==> config.mk <==
export PLATFORM = sky130hd
export DESIGN_NAME = vga_fb_arbiter_flat
export DESIGN_NICKNAME = d
export VERILOG_FILES = /design/src/rtl/vga_fb_arbiter_if.sv /design/src/rtl/vga_fb_arbiter.sv /design/src/flat_wrapper.sv
export SDC_FILE = /design/constraint.sdc
export NUM_CORES = 1
export LEC_CHECK = 0
export CAP_MARGIN = 10
export CELL_PAD_IN_SITES_DETAIL_PLACEMENT = 0
export CELL_PAD_IN_SITES_GLOBAL_PLACEMENT = 2
export CORE_MARGIN = 8
export CORE_UTILIZATION = 29
export CTS_CLUSTER_DIAMETER = 40
export DETAILED_ROUTE_END_ITERATION = 6
export HOLD_SLACK_MARGIN = 0.08
export PLACE_DENSITY_LB_ADDON = 0.1
export SYNTH_ARGS = -nofsm -noshare
export SYNTH_HDL_FRONTEND = slang
export SYNTH_SLANG_ARGS = --single-unit
==> constraint.sdc <==
create_clock -name i_clk -period 3.1 [get_ports i_clk]
set_input_delay 0.62 -clock i_clk [delete_from_list [all_inputs] [get_ports i_clk]]
set_output_delay 0.62 -clock i_clk [all_outputs]
set_load 0.01 [all_outputs]
==> src/rtl/vga_fb_arbiter_if.sv <==
// Host access bus of the VGA frame-buffer arbiter.
// master: host side (drives request), slave: arbiter side (returns ack/data).
interface vga_fb_arbiter_if #(
  parameter int unsigned AW = 19,
  parameter int unsigned DW = 16
);
  logic          h_req;
  logic          h_we;
  logic [AW-1:0] h_addr;
  logic [DW-1:0] h_wdata;
  logic          h_ack;
  logic [DW-1:0] h_rdata;

  modport master (
    output h_req, h_we, h_addr, h_wdata,
    input  h_ack, h_rdata
  );

  modport slave (
    input  h_req, h_we, h_addr, h_wdata,
    output h_ack, h_rdata
  );
endinterface

==> src/rtl/vga_fb_arbiter.sv <==
// Frame-buffer SRAM arbiter: line prefetch (priority) vs. host port.
// Prefetch fills the double-buffered line buffer one line ahead of display.
// Optional build macro VGA_ARB_OVF_EN adds the sticky fetch-overrun flag
// (o_fetch_ovf) and its clear input (i_ovf_clr).
//
// state   | meaning
// --------+--------------------------------------------------------
// S_IDLE  | no access; start pending fetch first, else host access
// S_FETCH | one line-word SRAM read per cycle
// S_DRAIN | final line-buffer write, advance to next line
// S_HOST  | host SRAM access on the bus
// S_HACK  | host ack pulse, read data returned
module vga_fb_arbiter #(
  parameter int unsigned AW         = 19,
  parameter int unsigned DW         = 16,
  parameter int unsigned LINE_WORDS = 50,
  parameter int unsigned LINES      = 600
) (
  input  logic          i_clk,
  input  logic          i_rst_n,
  input  logic          i_hstart,
  input  logic          i_vstart,
  input  logic          i_vnotactive,
  vga_fb_arbiter_if.slave io_host,
  output logic          o_m_cs,
  output logic          o_m_we,
  output logic [AW-1:0] o_m_addr,
  output logic [DW-1:0] o_m_wdata,
  input  logic [DW-1:0] i_m_rdata,
  output logic          o_lb_we,
  output logic          o_lb_bank,
  output logic [5:0]    o_lb_addr,
  output logic [DW-1:0] o_lb_wdata
`ifdef VGA_ARB_OVF_EN
  ,
  output logic          o_fetch_ovf,
  input  logic          i_ovf_clr
`endif
);

  localparam int unsigned CW = $clog2(LINES + 1);

  typedef enum logic [2:0] {
    S_IDLE  = 3'd0,
    S_FETCH = 3'd1,
    S_DRAIN = 3'd2,
    S_HOST  = 3'd3,
    S_HACK  = 3'd4
  } state_t;

  state_t        r_state;
  logic          r_fetch_pend;
  logic [AW-1:0] r_line_base;
  logic [CW-1:0] r_line_cnt;
  logic [5:0]    r_word;
  logic          r_lb_bank;
  logic          r_m_cs;
  logic          r_m_we;
  logic [AW-1:0] r_m_addr;
  logic [DW-1:0] r_m_wdata;
  logic          r_lb_we;
  logic [5:0]    r_lb_addr;
  logic          r_h_ack;

  logic w_busy;
  logic w_hs_fetch;
  logic w_fetch_go;
  logic w_host_go;
  logic w_word_last;

  assign w_busy      = (r_state == S_FETCH) || (r_state == S_DRAIN);
  // vstart in the same cycle overrides any hstart request
  assign w_hs_fetch  = i_hstart && !i_vstart && !i_vnotactive &&
                       (r_line_cnt < CW'(LINES));
  // a vstart restarts the frame, so never launch a burst at the stale base
  assign w_fetch_go  = (r_state == S_IDLE) && r_fetch_pend && !i_vstart;
  assign w_host_go   = (r_state == S_IDLE) && !r_fetch_pend && io_host.h_req;
  assign w_word_last = (r_word == 6'(LINE_WORDS - 1));

  // Line bookkeeping: pending fetch, line base address, line count, fill bank
  always_ff @(posedge i_clk or negedge i_rst_n) begin
    if (!i_rst_n) begin
      r_fetch_pend <= 1'b0;
      r_line_base  <= '0;
      r_line_cnt   <= '0;
      r_lb_bank    <= 1'b0;
    end else if (i_vstart) begin
      r_fetch_pend <= 1'b1;
      r_line_base  <= '0;
      r_line_cnt   <= '0;
      r_lb_bank    <= 1'b0;
    end else begin
      // a new request arriving on the FETCH entry cycle must not be lost
      if (w_hs_fetch) begin
        r_fetch_pend <= 1'b1;
        r_lb_bank    <= ~r_lb_bank;
      end else if (w_fetch_go) begin
        r_fetch_pend <= 1'b0;
      end
      if (r_state == S_DRAIN) begin
        r_line_base <= r_line_base + AW'(LINE_WORDS);
        if (r_line_cnt < CW'(LINES))
          r_line_cnt <= r_line_cnt + CW'(1);
      end
    end
  end

  // Arbiter FSM with registered SRAM, line-buffer and host-ack outputs
  always_ff @(posedge i_clk or negedge i_rst_n) begin
    if (!i_rst_n) begin
      r_state   <= S_IDLE;
      r_word    <= '0;
      r_m_cs    <= 1'b0;
      r_m_we    <= 1'b0;
      r_m_addr  <= '0;
      r_m_wdata <= '0;
      r_lb_we   <= 1'b0;
      r_lb_addr <= '0;
      r_h_ack   <= 1'b0;
    end else begin
      case (r_state)
        S_IDLE: begin
          r_lb_we <= 1'b0;
          r_h_ack <= 1'b0;
          if (w_fetch_go) begin
            r_state  <= S_FETCH;
            r_word   <= '0;
            r_m_cs   <= 1'b1;
            r_m_we   <= 1'b0;
            r_m_addr <= r_line_base;
          end else if (w_host_go) begin
            r_state   <= S_HOST;
            r_m_cs    <= 1'b1;
            r_m_we    <= io_host.h_we;
            r_m_addr  <= io_host.h_addr;
            r_m_wdata <= io_host.h_wdata;
          end
        end
        S_FETCH: begin
          if (i_vstart) begin
            // frame restart: drop the burst, the new row-0 fetch follows
            r_state <= S_IDLE;
            r_m_cs  <= 1'b0;
            r_lb_we <= 1'b0;
          end else begin
            r_lb_we   <= 1'b1;
            r_lb_addr <= r_word;
            if (w_word_last) begin
              r_state <= S_DRAIN;
              r_m_cs  <= 1'b0;
            end else begin
              r_word   <= r_word + 6'd1;
              r_m_addr <= r_line_base + AW'(r_word) + AW'(1);
            end
          end
        end
        S_DRAIN: begin
          r_state <= S_IDLE;
          r_lb_we <= 1'b0;
        end
        S_HOST: begin
          r_state <= S_HACK;
          r_m_cs  <= 1'b0;
          r_m_we  <= 1'b0;
          r_h_ack <= 1'b1;
        end
        S_HACK: begin
          r_state <= S_IDLE;
          r_h_ack <= 1'b0;
        end
        default: begin
          r_state <= S_IDLE;
          r_m_cs  <= 1'b0;
          r_m_we  <= 1'b0;
          r_lb_we <= 1'b0;
          r_h_ack <= 1'b0;
        end
      endcase
    end
  end

`ifdef VGA_ARB_OVF_EN
  logic r_fetch_ovf;

  // Sticky overrun: hstart while the previous line is still pending or in flight
  always_ff @(posedge i_clk or negedge i_rst_n) begin
    if (!i_rst_n)
      r_fetch_ovf <= 1'b0;
    else if (i_hstart && (r_fetch_pend || w_busy))
      r_fetch_ovf <= 1'b1;
    else if (i_ovf_clr)
      r_fetch_ovf <= 1'b0;
  end

  assign o_fetch_ovf = r_fetch_ovf;
`endif

  // SRAM read data arrives one cycle after the read issue, which is exactly
  // the cycle carrying lb_we or h_ack; gate it so idle outputs stay at zero.
  assign o_m_cs          = r_m_cs;
  assign o_m_we          = r_m_we;
  assign o_m_addr        = r_m_addr;
  assign o_m_wdata       = r_m_wdata;
  assign o_lb_we         = r_lb_we;
  assign o_lb_bank       = r_lb_bank;
  assign o_lb_addr       = r_lb_addr;
  assign o_lb_wdata      = r_lb_we ? i_m_rdata : '0;
  assign io_host.h_ack   = r_h_ack;
  assign io_host.h_rdata = r_h_ack ? i_m_rdata : '0;

endmodule

==> src/flat_wrapper.sv <==
// flat-port wrapper written by rule: the top's interface ports become plain ports
module vga_fb_arbiter_flat 
#(
  parameter int unsigned AW         = 19,
  parameter int unsigned DW         = 16,
  parameter int unsigned LINE_WORDS = 50,
  parameter int unsigned LINES      = 600
)
  (i_clk, i_rst_n, i_hstart, i_vstart, i_vnotactive, o_m_cs, o_m_we, o_m_addr, o_m_wdata, i_m_rdata, o_lb_we, o_lb_bank, o_lb_addr, o_lb_wdata, io_host_h_req, io_host_h_we, io_host_h_addr, io_host_h_wdata, io_host_h_ack, io_host_h_rdata);
  vga_fb_arbiter_if #(.AW(AW), .DW(DW)) io_host_i ();
  input  logic i_clk;
  input  logic i_rst_n;
  input  logic i_hstart;
  input  logic i_vstart;
  input  logic i_vnotactive;
  output logic o_m_cs;
  output logic o_m_we;
  output logic [AW-1:0] o_m_addr;
  output logic [DW-1:0] o_m_wdata;
  input  logic [DW-1:0] i_m_rdata;
  output logic o_lb_we;
  output logic o_lb_bank;
  output logic [5:0] o_lb_addr;
  output logic [DW-1:0] o_lb_wdata;
  input wire logic [$bits(io_host_i.h_req)-1:0] io_host_h_req;
  input wire logic [$bits(io_host_i.h_we)-1:0] io_host_h_we;
  input wire logic [$bits(io_host_i.h_addr)-1:0] io_host_h_addr;
  input wire logic [$bits(io_host_i.h_wdata)-1:0] io_host_h_wdata;
  output wire logic [$bits(io_host_i.h_ack)-1:0] io_host_h_ack;
  output wire logic [$bits(io_host_i.h_rdata)-1:0] io_host_h_rdata;
  assign io_host_i.h_req = io_host_h_req;
  assign io_host_i.h_we = io_host_h_we;
  assign io_host_i.h_addr = io_host_h_addr;
  assign io_host_i.h_wdata = io_host_h_wdata;
  assign io_host_h_ack = io_host_i.h_ack;
  assign io_host_h_rdata = io_host_i.h_rdata;
  vga_fb_arbiter #(.AW(AW), .DW(DW), .LINE_WORDS(LINE_WORDS), .LINES(LINES)) u_core (.i_clk(i_clk), .i_rst_n(i_rst_n), .i_hstart(i_hstart), .i_vstart(i_vstart), .i_vnotactive(i_vnotactive), .io_host(io_host_i), .o_m_cs(o_m_cs), .o_m_we(o_m_we), .o_m_addr(o_m_addr), .o_m_wdata(o_m_wdata), .i_m_rdata(i_m_rdata), .o_lb_we(o_lb_we), .o_lb_bank(o_lb_bank), .o_lb_addr(o_lb_addr), .o_lb_wdata(o_lb_wdata));
endmodule
==> impl_table.tex <==
\begin{tabular}{lr}
\hline
Metric & Value \\
\hline
\multicolumn{2}{l}{\textbf{Detailed routing}} \\
\quad Count of unresolved DRC violations after routing & 0 \\
\quad Detail-routed net length per standard cell & around 18 microns \\
\quad Drt total wl & about 15,000 microns \\
\quad Detailed-route via count & slightly above 4k \\
\quad Iteration-0 DRC count of the detailed router & 293 \\
\quad DR vias/cell & roughly 5 \\
\quad Drt pass-1 iters & 5 \\
\quad Post-detailed-route count of antenna-violating nets & 0 \\
\multicolumn{2}{l}{\textbf{Logic synthesis}} \\
\quad Post-synthesis instance area & about 0.0047 sq mm \\
\quad Number of enable-type register cells in the synthesized netlist & 0 \\
\quad Main flop type after synthesis & sky130\_fd\_sc\_hd\_\_dfrtp\_1 \\
\quad Register area share after synthesis & 44.91\% \\
\quad Cell types occupying the most area after synthesis & sky130\_fd\_sc\_hd\_\_dfrtp\_1 (45\%), sky130\_fd\_sc\_hd\_\_mux2\_2 (6.7\%), sky130\_fd\_sc\_hd\_\_nor2\_1 (4.7\%) \\
\quad Post-synthesis cell type with the largest combined area & sky130\_fd\_sc\_hd\_\_dfrtp\_1 \\
\quad Number of distinct library cells after synthesis & just under 60 \\
\quad Proportion of synthesized flip-flops having asynchronous set or reset & between 90\% and 100\% \\
\quad Per-instance average area after synthesis & between 9 and 10 sq um \\
\quad Post-synthesis sequential element count & 84 \\
\quad Net count after synthesis & around 550 \\
\quad Post-synthesis cell count & just under 500 \\
\quad Area fraction of the dominant cell type after synthesis & 44.91\% \\
\quad Yosys warns & 0 \\
\multicolumn{2}{l}{\textbf{Critical path}} \\
\quad Critical path startpoint category & register \\
\quad CP Max Fanout & 8 \\
\quad Data arrival time of the critical path & 2.72 ns \\
\quad Critical Path Most Common Cell & sky130\_fd\_sc\_hd\_\_o211ai\_1 \\
\quad Crit path cell chain & ha\_1, o211ai\_1, o211ai\_1, nand2\_1, and3\_1, o32a\_1 \\
\quad Largest stage delay, worst path & 0.59 ns \\
\quad Setup CP Type & reg -> reg \\
\quad Crit path max-delay cell type & sky130\_fd\_sc\_hd\_\_o211ai\_1 \\
\quad CP endpoint kind & register \\
\quad Required time at the worst-slack endpoint & between 3 and 4 ns \\
\multicolumn{2}{l}{\textbf{CTS}} \\
\quad CTS Sinks & 84 \\
\quad Clock transition at the registers of the reported paths & 0.07 ns \\
\quad Clock tree from TritonCTS & yes \\
\quad Hold buffer count at cts & 0 \\
\quad Cell at the root of the clock tree & sky130\_fd\_sc\_hd\_\_clkbuf\_16 \\
\quad Depth of the CTS H-tree & 3 \\
\quad Post-CTS setup repair buffer count & 0 \\
\quad Number of instances resized during post-cts repair & 0 \\
\quad Number of buffers inserted during clock tree synthesis & 9 \\
\quad Clock latency of the later-clocked register in the worst-skew pair & around 0.35 ns \\
\quad CTS max path bufs & 2 \\
\multicolumn{2}{l}{\textbf{Place}} \\
\quad Routability-driven placement congestion ratio & $\sim$0.88 \\
\quad Cell Area, Placed & between 0.006 and 0.007 sq mm \\
\quad Number of buffers inserted by port buffering & between 100 and 150 \\
\quad Post-detail-place hpwl & between 10,000 and 15,000 microns \\
\multicolumn{2}{l}{\textbf{Floorplan}} \\
\quad Starting density of the core & between 20\% and 30\% \\
\quad Die ar. & around 0.020 sq mm \\
\quad Standard-cell rows & 46 \\
\quad Vertical die dimension & about 140 microns \\
\quad Core region area & about 0.016 sq mm \\
\quad I/O pin count & 136 \\
\quad Horizontal die dimension & around 140 microns \\
\multicolumn{2}{l}{\textbf{Power}} \\
\quad Peak VDD IR & around 280 uV \\
\quad Proportion of power drawn by flip-flops and latches & a little under two fifths \\
\quad Cell internal pwr & 2695 uW \\
\quad Combinational share of power & 31.0\% \\
\quad Net switching power & between 1000 and 1500 uW \\
\quad PwrDens & about 580 mW/mm\^{}2 \\
\quad Leakage power of the design & approximately 0.0028 uW \\
\quad Share of total power consumed by net switching & a little under a third \\
\quad Clk pwr share & 30.8\% \\
\multicolumn{2}{l}{\textbf{Global routing}} \\
\quad Antenna violations before repair & 0 \\
\quad Via count of the first global-routing pass & between 4k and 5k \\
\quad Maximum number of pins on one net before global-route repair & 37 \\
\quad Total Routing Usage GR & 15.31\% \\
\quad Remaining global-route overflow & 0 \\
\quad Global-route wire length before repair & between 20,000 and 25,000 microns \\
\multicolumn{2}{l}{\textbf{Timing}} \\
\quad Final setup TNS & 0 ns \\
\quad Setup clock skew after layout & approximately 0.0082 ns \\
\quad Actual slew at the worst max-slew pin & slightly above 0.8 ns \\
\quad Shortest clock period the worst path allows after layout & $\sim$2.5 ns \\
\quad Setup repair after global routing missed its margin & false \\
\quad Max Clock Freq & slightly above 400 MHz \\
\quad Final max-slew violation count & 0 \\
\quad Setup Viol. Count Final & 0 \\
\quad Final period util & between 80 and 90\% \\
\quad Hold violation total from the final report & 0 \\
\quad Relative max-transition margin & approximately 45\% \\
\multicolumn{2}{l}{\textbf{Layout}} \\
\quad \# fillers & $\sim$1.5k \\
\quad Synthesis-to-finish area growth & 41.67\% \\
\quad Count of nets after finishing & $\sim$700 \\
\quad Fin area & between 0.006 and 0.007 sq mm \\
\quad Diodes inserted & 0 \\
\quad Layout cell share with drive strength beyond 1 & a little over a tenth \\
\multicolumn{2}{l}{\textbf{Run status}} \\
\quad Status & complete, no violations \\
\multicolumn{2}{l}{\textbf{Flow run}} \\
\quad Max-cap check violation count & 0 \\
\multicolumn{2}{l}{\textbf{Min path}} \\
\quad Path category of the worst min-delay check & in -> async \\
\hline
\end{tabular}
-- registers in the layout (all words and copies together), names as in the netlist --
name,count
u_core.o_m_addr,19
u_core.r_line_base,18
u_core.o_m_wdata,16
u_core.r_line_cnt,10
u_core.o_lb_addr,6
u_core.r_word,6
u_core.r_state,3
u_core.io_host.h_ack,1
u_core.o_lb_bank,1
u_core.o_lb_we,1
u_core.o_m_cs,1
u_core.o_m_we,1
u_core.r_fetch_pend,1
-- worst paths after layout --
kind / depth (start not counted) / end / from / slack (ns)
max: 6 / u_core.o_m_addr[11] / u_core.r_word[2] / 0.62
min: 1 / u_core.o_m_addr[2] / i_rst_n / 0.23
max reg2reg: 6 / u_core.o_m_addr[11] / u_core.r_word[2] / 0.62
min reg2reg: 1 / u_core.o_m_addr[2] / u_core.o_m_addr[2] / 0.48
max in group asynchronous: 2 / u_core.r_line_base[4] / i_rst_n / 2.18
min in group i_clk: 1 / u_core.o_m_addr[2] / u_core.o_m_addr[2] / 0.48
-- synth_stat cells, types with 4 or more instances --
cell                       count
sky130_fd_sc_hd__buf_2         8
sky130_fd_sc_hd__nand2b_1      4
sky130_fd_sc_hd__inv_1         7
sky130_fd_sc_hd__nor2_1       58
sky130_fd_sc_hd__o211ai_1      4
sky130_fd_sc_hd__xnor2_1      23
sky130_fd_sc_hd__dfrtp_1      84
sky130_fd_sc_hd__nand4_1       9
sky130_fd_sc_hd__clkbuf_1     12
sky130_fd_sc_hd__ha_1          9
sky130_fd_sc_hd__a21o_1        6
sky130_fd_sc_hd__nand3_1      15
sky130_fd_sc_hd__a211oi_1      8
sky130_fd_sc_hd__a211o_1       4
sky130_fd_sc_hd__a221o_1       4
sky130_fd_sc_hd__nor3_1        7
sky130_fd_sc_hd__xor2_1       14
sky130_fd_sc_hd__and2_1       34
sky130_fd_sc_hd__o22ai_1       4
sky130_fd_sc_hd__o21ai_0      18
sky130_fd_sc_hd__and3_1        7
sky130_fd_sc_hd__mux2_2       28
sky130_fd_sc_hd__a21oi_1      18
sky130_fd_sc_hd__nand2_1      41
-- logic make-up after synthesis --
group           share of synthesized area (%)
buf+inv                                 2.700
fa+ha+maj                               2.834
xor+xnor                                6.923
compound gates                          13.82
simple gates                            21.44
flops                                   44.91
mux                                     7.378
-- cells in the final DEF, fill, tap and decap left out, drive strengths merged, types with 14 or more instances in the layout --
master	count
clkdlybuf4s50	134
dfrtp	84
nor2	58
nand2	41
and2	34
mux2	28
xnor2	23
o21ai	19
a21oi	18
nand3	15
buf	15
xor2	14
-- final cells by class --
cell class,instances,area [sq um],share of cell area [%]
multi-input cells,367,2452,36.98
flip-flops and latches,84,2102,31.70
repair buffers,149,1454,21.92
well taps,216,270.3,4.075
clock buffers,9,225.2,3.396
clock inverters,7,101.3,1.528
inverters,7,26.28,0.3962
-- critical path, delay by kind of cell, from the launching register on --
kind / cells / cell delay, ns
AOI/OAI and AO/OA: 3 / 1.06
DFF: 1 / 0.47
and+or+nand+nor: 2 / 0.43
adders and majority gates: 1 / 0.41
-- power by group through the flow --
stage                     logic [uW]  clock network (uW)  registers [uW]
after floorplan                  427                   0            1550
after global placement          1210                   0            1500
after detailed placement        1220                   0            1500
after CTS                       1220                1220            1480
after global routing            1300                1270            1510
final                           1200                1190            1480
-- through the flow --
step | hold WS [ns] | util [%] | power, uW | instances | setup slack [ns]
after floorplan | 0.3244 | - | 1979 | 481 | 0.7845
after global placement | 0.4659 | 39.83 | 2711 | 823 | 0.4997
after detailed placement | 0.4653 | 39.83 | 2722 | 823 | 0.4502
after CTS | 0.2597 | 41.90 | 3928 | 839 | 0.6425
after global routing | 0.2771 | 41.90 | 4075 | 839 | 0.4821
final | 0.2343 | 41.90 | 3867 | 839 | 0.6178
-- metal layers --
metal | GRT usage [%] | up-vias | share of wire, %
li1 | - | 1987 | -
met1 | 20.21 | 1975 | 45
met2 | 24.16 | 157 | 46
met3 | 3.773 | 11 | 8.3
met4 | 4.530 | 0 | 1.1
met5 | 0 | - | 0
Power figures use the tool's default switching activity.
